## src/rtl/multicycle_control.sv

```systemverilog
// Multicycle control FSM: latches each instruction and steps it through IF/DEC/EXE/MEM/WB,
// driving every datapath select/enable; illegal opcodes or a stalled memory park it in HALT.
module multicycle_control #(
    parameter int MEM_WAIT_MAX = 15
) (
    input  logic        Clk,
    input  logic        Reset_n,
    input  logic [31:0] Instr,
    input  logic        ALU_zero,
    input  logic        Mem_ack,
    output logic        Instr_LdEn,
    output logic        PC_LdEn,
    output logic        PC_sel,
    output logic        RF_WrEn,
    output logic        RF_WrData_sel,
    output logic        RF_B_sel,
    output logic        sb,
    output logic        lb,
    output logic        ALU_Bin_sel,
    output logic [3:0]  ALU_func,
    output logic        Mem_RdEn,
    output logic        Mem_WrEn,
    output logic        Halted
);

    typedef enum logic [2:0] {
        S_IF   = 3'd0,
        S_DEC  = 3'd1,
        S_EXE  = 3'd2,
        S_MEM  = 3'd3,
        S_WB   = 3'd4,
        S_HALT = 3'd7
    } state_t;

    localparam logic [5:0] OP_R    = 6'b100000;
    localparam logic [5:0] OP_LI   = 6'b111000;
    localparam logic [5:0] OP_LUI  = 6'b111001;
    localparam logic [5:0] OP_ADDI = 6'b110000;
    localparam logic [5:0] OP_ANDI = 6'b110010;
    localparam logic [5:0] OP_ORI  = 6'b110011;
    localparam logic [5:0] OP_B    = 6'b111111;
    localparam logic [5:0] OP_BEQ  = 6'b000000;
    localparam logic [5:0] OP_BNE  = 6'b000001;
    localparam logic [5:0] OP_LB   = 6'b000011;
    localparam logic [5:0] OP_SB   = 6'b000111;
    localparam logic [5:0] OP_LW   = 6'b001111;
    localparam logic [5:0] OP_SW   = 6'b011111;

    // Counter value seen during the last permitted MEM cycle without an ack.
    localparam logic [7:0] WAIT_LAST = 8'(MEM_WAIT_MAX - 1);

    state_t      state;
    logic [5:0]  op_q;
    logic [3:0]  func_q;
    logic [7:0]  wait_cnt;

    // Only the opcode and the low function bits steer control.
    logic unused_instr_bits;
    assign unused_instr_bits = ^Instr[25:4];

    function automatic logic is_legal(input logic [5:0] op);
        case (op)
            OP_R, OP_LI, OP_LUI, OP_ADDI, OP_ANDI, OP_ORI, OP_B,
            OP_BEQ, OP_BNE, OP_LB, OP_SB, OP_LW, OP_SW: is_legal = 1'b1;
            default:                                     is_legal = 1'b0;
        endcase
    endfunction

    function automatic logic is_load(input logic [5:0] op);
        is_load = (op == OP_LB) || (op == OP_LW);
    endfunction

    function automatic logic is_store(input logic [5:0] op);
        is_store = (op == OP_SB) || (op == OP_SW);
    endfunction

    function automatic logic is_branch(input logic [5:0] op);
        is_branch = (op == OP_BEQ) || (op == OP_BNE);
    endfunction

    function automatic logic [3:0] imm_alu_func(input logic [5:0] op);
        case (op)
            OP_ANDI: imm_alu_func = 4'b0010;
            OP_ORI:  imm_alu_func = 4'b0011;
            default: imm_alu_func = 4'b0000;
        endcase
    endfunction

    always_ff @(posedge Clk or negedge Reset_n) begin
        if (!Reset_n) begin
            state    <= S_IF;
            op_q     <= '0;
            func_q   <= '0;
            wait_cnt <= '0;
        end else begin
            case (state)
                S_IF: begin
                    op_q   <= Instr[31:26];
                    func_q <= Instr[3:0];
                    state  <= S_DEC;
                end
                S_DEC: begin
                    if (!is_legal(op_q))
                        state <= S_HALT;
                    else if (op_q == OP_B)
                        state <= S_IF;
                    else
                        state <= S_EXE;
                end
                S_EXE: begin
                    if (is_branch(op_q))
                        state <= S_IF;
                    else if (is_load(op_q) || is_store(op_q))
                        state <= S_MEM;
                    else
                        state <= S_WB;
                end
                S_MEM: begin
                    if (Mem_ack) begin
                        wait_cnt <= '0;
                        state    <= is_load(op_q) ? S_WB : S_IF;
                    end else if (wait_cnt == WAIT_LAST) begin
                        wait_cnt <= '0;
                        state    <= S_HALT;
                    end else begin
                        wait_cnt <= wait_cnt + 8'd1;
                    end
                end
                S_WB:    state <= S_IF;
                S_HALT:  state <= S_HALT;
                default: state <= S_HALT;
            endcase
        end
    end

    // Outputs decode state and latched opcode; they are forced low while reset is held.
    always_comb begin
        Instr_LdEn    = 1'b0;
        PC_LdEn       = 1'b0;
        PC_sel        = 1'b0;
        RF_WrEn       = 1'b0;
        RF_WrData_sel = 1'b0;
        RF_B_sel      = 1'b0;
        sb            = 1'b0;
        lb            = 1'b0;
        ALU_Bin_sel   = 1'b0;
        ALU_func      = 4'b0000;
        Mem_RdEn      = 1'b0;
        Mem_WrEn      = 1'b0;
        Halted        = 1'b0;
        if (Reset_n) begin
            case (state)
                S_IF: Instr_LdEn = 1'b1;
                S_DEC: begin
                    RF_B_sel = (op_q != OP_R);
                    if (op_q == OP_B) begin
                        PC_LdEn = 1'b1;
                        PC_sel  = 1'b1;
                    end
                end
                S_EXE: begin
                    if (op_q == OP_R) begin
                        ALU_func = func_q;
                    end else if (is_branch(op_q)) begin
                        ALU_func = 4'b0001;
                        PC_LdEn  = 1'b1;
                        PC_sel   = (op_q == OP_BEQ) ? ALU_zero : !ALU_zero;
                    end else begin
                        ALU_Bin_sel = 1'b1;
                        ALU_func    = imm_alu_func(op_q);
                    end
                end
                S_MEM: begin
                    Mem_RdEn = is_load(op_q);
                    Mem_WrEn = is_store(op_q);
                    sb       = (op_q == OP_SB);
                    // A store retires in the cycle its write is acknowledged.
                    if (Mem_ack && is_store(op_q))
                        PC_LdEn = 1'b1;
                end
                S_WB: begin
                    RF_WrEn       = 1'b1;
                    PC_LdEn       = 1'b1;
                    RF_WrData_sel = is_load(op_q);
                    lb            = (op_q == OP_LB);
                end
                S_HALT:  Halted = 1'b1;
                default: Halted = 1'b0;
            endcase
        end
    end

endmodule

```

## config.mk

```make
export PLATFORM = sky130hd
export DESIGN_NAME = multicycle_control
export DESIGN_NICKNAME = d
export VERILOG_FILES = /design/src/rtl/multicycle_control.sv
export SDC_FILE = /design/constraint.sdc
export NUM_CORES = 1
export LEC_CHECK = 0
export CORE_AREA = 2 2 78 80
export CTS_BUF_LIST = sky130_fd_sc_hd__clkbuf_2
export DETAILED_ROUTE_END_ITERATION = 6
export DIE_AREA = 0 0 80 82
export MAX_ROUTING_LAYER = met4
export PLACE_DENSITY = 0.5
export SYNTH_ARGS = -nofsm -noshare
export SYNTH_HDL_FRONTEND = slang
export SYNTH_SLANG_ARGS = --single-unit
```

## constraint.sdc

```tcl
create_clock -name Clk -period 2.65 [get_ports Clk]
set_input_delay 0.53 -clock Clk [delete_from_list [all_inputs] [get_ports Clk]]
set_output_delay 0.53 -clock Clk [all_outputs]
set_load 0.005 [all_outputs]
```

==> run summary <==
GRT Overall Usage -> 13.56%
pwr dens -> 418.7 nW/µm²
post-DR wirelength/cell -> 13.12 µm
Detailed Route Iter0 Violations -> 64
Syn Inst Count -> 160
syn avg cell area -> 8.657 µm²
clock slew at reported path FFs -> 200 ps
post-layout min period -> 2709 ps
Die X -> 80 µm
remaining global-route overflow -> 0
Top FF cell, synth -> dfrtp_1
Placer Congestion -> 0.7898
Die Span Y -> 82 µm
setup TNS -> -58.98 ps
FF/Latch Area -> 526.8 µm²
area of the multi-input gates -> 807.0 µm²
EDFF count, synth -> 0
boundary pin count -> 52
vias in the first global route -> 1,419
Post-synth ARST share -> 100.0%
Max Cap Violations -> 0
failing checks -> negative setup slack
combinational fraction of design power -> 33.8%
Layout Utilization -> 35.93%
unrepaired setup endpoints after global routing -> yes
Clk network pwr share -> 15.7%
Startpoint Class -> primary input
total CTS buffers -> 3
Max transition margin -> 80.00%
H-tree depth -> 1
die area -> 6560 µm²
Setup Skew -> 9.382 ps
Sw Ratio -> 35.18%
Reg power frac -> 50.4%
Tightest Pin Transition -> 300.0 ps
Area Growth Syn to Fin -> 49.05%
internal power -> 0.0005603 W
final wirelength -> 3.924 mm
CP peak stage delay -> 660 ps
Post-Syn Nets -> 198
largest fanout on the critical path -> 2
Netlist cell types -> 44
Slew Limit Fails -> 0
HP Class -> primary input to async pin
Max Freq -> 369.1 MHz
Top delay family on crit path -> simple AND/OR/NAND/NOR gates
register area share after synthesis -> 37.94%
sw power -> 0.0003042 W
clock sink count -> 21
#FFs+latches synth -> 21
Hold Vio Cnt, Final -> 0
DR vias/cell -> 4.625
nets -> 263
mapped cell area -> 1385 µm²
CORE AREA -> 5746 µm²
Max clock buf depth -> 2
Port Buffer Count -> 29
initial antenna violation count -> 0
Clock Latency Late Sink -> 320 ps
final worst-path cycle share -> 102.2%
row count -> 28
maximum vdd drop -> 0.1862 mV
post-route ant nets -> 0
outcome -> finished with violations
layout cells sized above 1 -> 34.82%
starting density of the core -> 24.11%
Worst Slack Setup Final -> -58.98 ps
data required time of the worst path -> 2120 ps
Synthesis Warnings -> 0
DRT Pass-1 Iters -> 4
Diodes inserted -> 0
critical path endpoint category -> output pin
crit-path cells -> clkdlybuf4s50_1 -> inv_2 -> or4_2 -> a31oi_1 -> a21oi_1 -> nor2b_1 -> buf_2
TritonCTS clock tree -> done
crit path DAT -> 2180 ps
# DRC -> 0
Fillers -> 629
largest net degree at the start of global routing -> 14
slowest CP cell -> or4_2
first-pass GRT wire length -> 6.810 mm
Static Leakage -> 1.028 nW
hpwl dp -> 3.009 mm
CP Class -> primary input to output pin
Buf/Inv on CP -> 3
via count -> 1,383
final setup fails -> 1
clock root buffer -> clkbuf_2
[cells by family (layout without fill, tap and decap cells)]
family          count (synthesis)  count (layout)  share of synthesized area [%]
fa+ha+maj                       2               2                          1.806
buf+inv                        19              83                          8.130
simple gates                   68              68                          27.28
compound gates                 37              37                          15.27
flops                          21              21                          37.94
xor+xnor                        5               5                          3.162
mux                             8               8                          6.414
[layout make-up]
cell class / instances / area share, %
clock buffers: 3 / 0.7273
inverters: 8 / 1.455
multi-input cells: 120 / 39.09
well taps: 75 / 4.545
repair buffers: 71 / 28.42
flip-flops and latches: 21 / 25.52
clock inverters: 1 / 0.2424
[power groups by stage]
stage | combinational [W] | clock [W] | sequential, W
2_1_floorplan | 0.000170 | 0 | 0.000424
3_3_place_gp | 0.000273 | 0 | 0.000443
3_5_place_dp | 0.000281 | 0 | 0.000445
4_1_cts | 0.000288 | 0.000145 | 0.000438
5_1_grt | 0.000339 | 0.000155 | 0.000447
6_report | 0.000292 | 0.000136 | 0.000436
[worst register-to-register path: cells and delay by family, from the launching register on]
kind            cells  cell delay [ps]
compound gates      3              460
flops               1              480
simple gates        2              640
buf+inv             1              150
[final timing paths]
kind | startpoint | endpoint | slack [ps] | cells after the start
max | Mem_ack | PC_LdEn | -60 | 7
min | Reset_n | func_q[3]$_DFFE_PN0P_ | 280 | 2
max reg2reg | op_q[3]$_DFFE_PN0P_ | state[2]$_DFFE_PN0P_ | 820 | 6
min reg2reg | func_q[2]$_DFFE_PN0P_ | func_q[2]$_DFFE_PN0P_ | 530 | 1
max in group asynchronous | Reset_n | wait_cnt[4]$_DFFE_PN0N_ | 2080 | 3
min in group Clk | func_q[2]$_DFFE_PN0P_ | func_q[2]$_DFFE_PN0P_ | 530 | 1
[timing repair]
action,4_1_cts,5_1_grt
buffers inserted,4,3
pin swaps,5,9
gates resized for setup,29,19
cloned,0,0
endpoints found under the setup margin,13,10
hold buffers,0,0
[routing by layer]
metal	part of all wire [%]	global-route usage, %
met5	0	-
met1	46	18.26
met3	2.9	1.319
met4	0.36	3.051
met2	51	22.17
[sequential cells by signal (all words and copies together), names as in the netlist]
signal / cells
wait_cnt: 8
op_q: 6
func_q: 4
state: 3
[per-stage QoR]
step	instance area, µm²	std cells	hold slack (ps)	power (W)	setup WS [ps]
finish	2064	299	281.8	0.0008645	-58.98
global placement	1949	288	485.8	0.0007160	-451.8
CTS	2024	296	281.5	0.0008718	-174.2
detailed placement	1949	288	493.0	0.0007257	-463.5
floorplan	1385	160	234.4	0.0005934	400.9
global route	2064	299	263.8	0.0009410	-157.9
[synth_stat cells, types with 4 or more instances]
cell type / n / area [µm²]
dfrtp_1: 21 / 525.5
o21ai_0: 20 / 100.1
nand2_1: 18 / 67.56
and3_1: 10 / 62.56
nor2_1: 10 / 37.54
a21oi_1: 8 / 40.04
inv_1: 8 / 30.03
mux2_2: 7 / 78.83
nand2b_1: 5 / 31.28
nor3_1: 5 / 25.02
xor2_1: 4 / 35.03
[cells in the final DEF, fill, tap and decap left out, types with 2 or more instances in the layout]
master and count:
nor4_1 2, a31oi_1 2, buf_4 41, clkdlybuf4s50_1 15
dlymetal6s2s_1 4, nand3_1 2, buf_2 4, and3_1 10
inv_1 7, nor2_2 3, a21oi_2 2, xor2_1 4
dfrtp_1 20, mux2_2 7, ha_1 2, dlygate4sd2_1 3
nor2_1 7, nand2_1 18, o2111ai_1 2, nor3_1 4
a21oi_1 6, nand2b_1 4, o21ai_0 20, clkbuf_2 5
(Power assumes the default switching activity.)
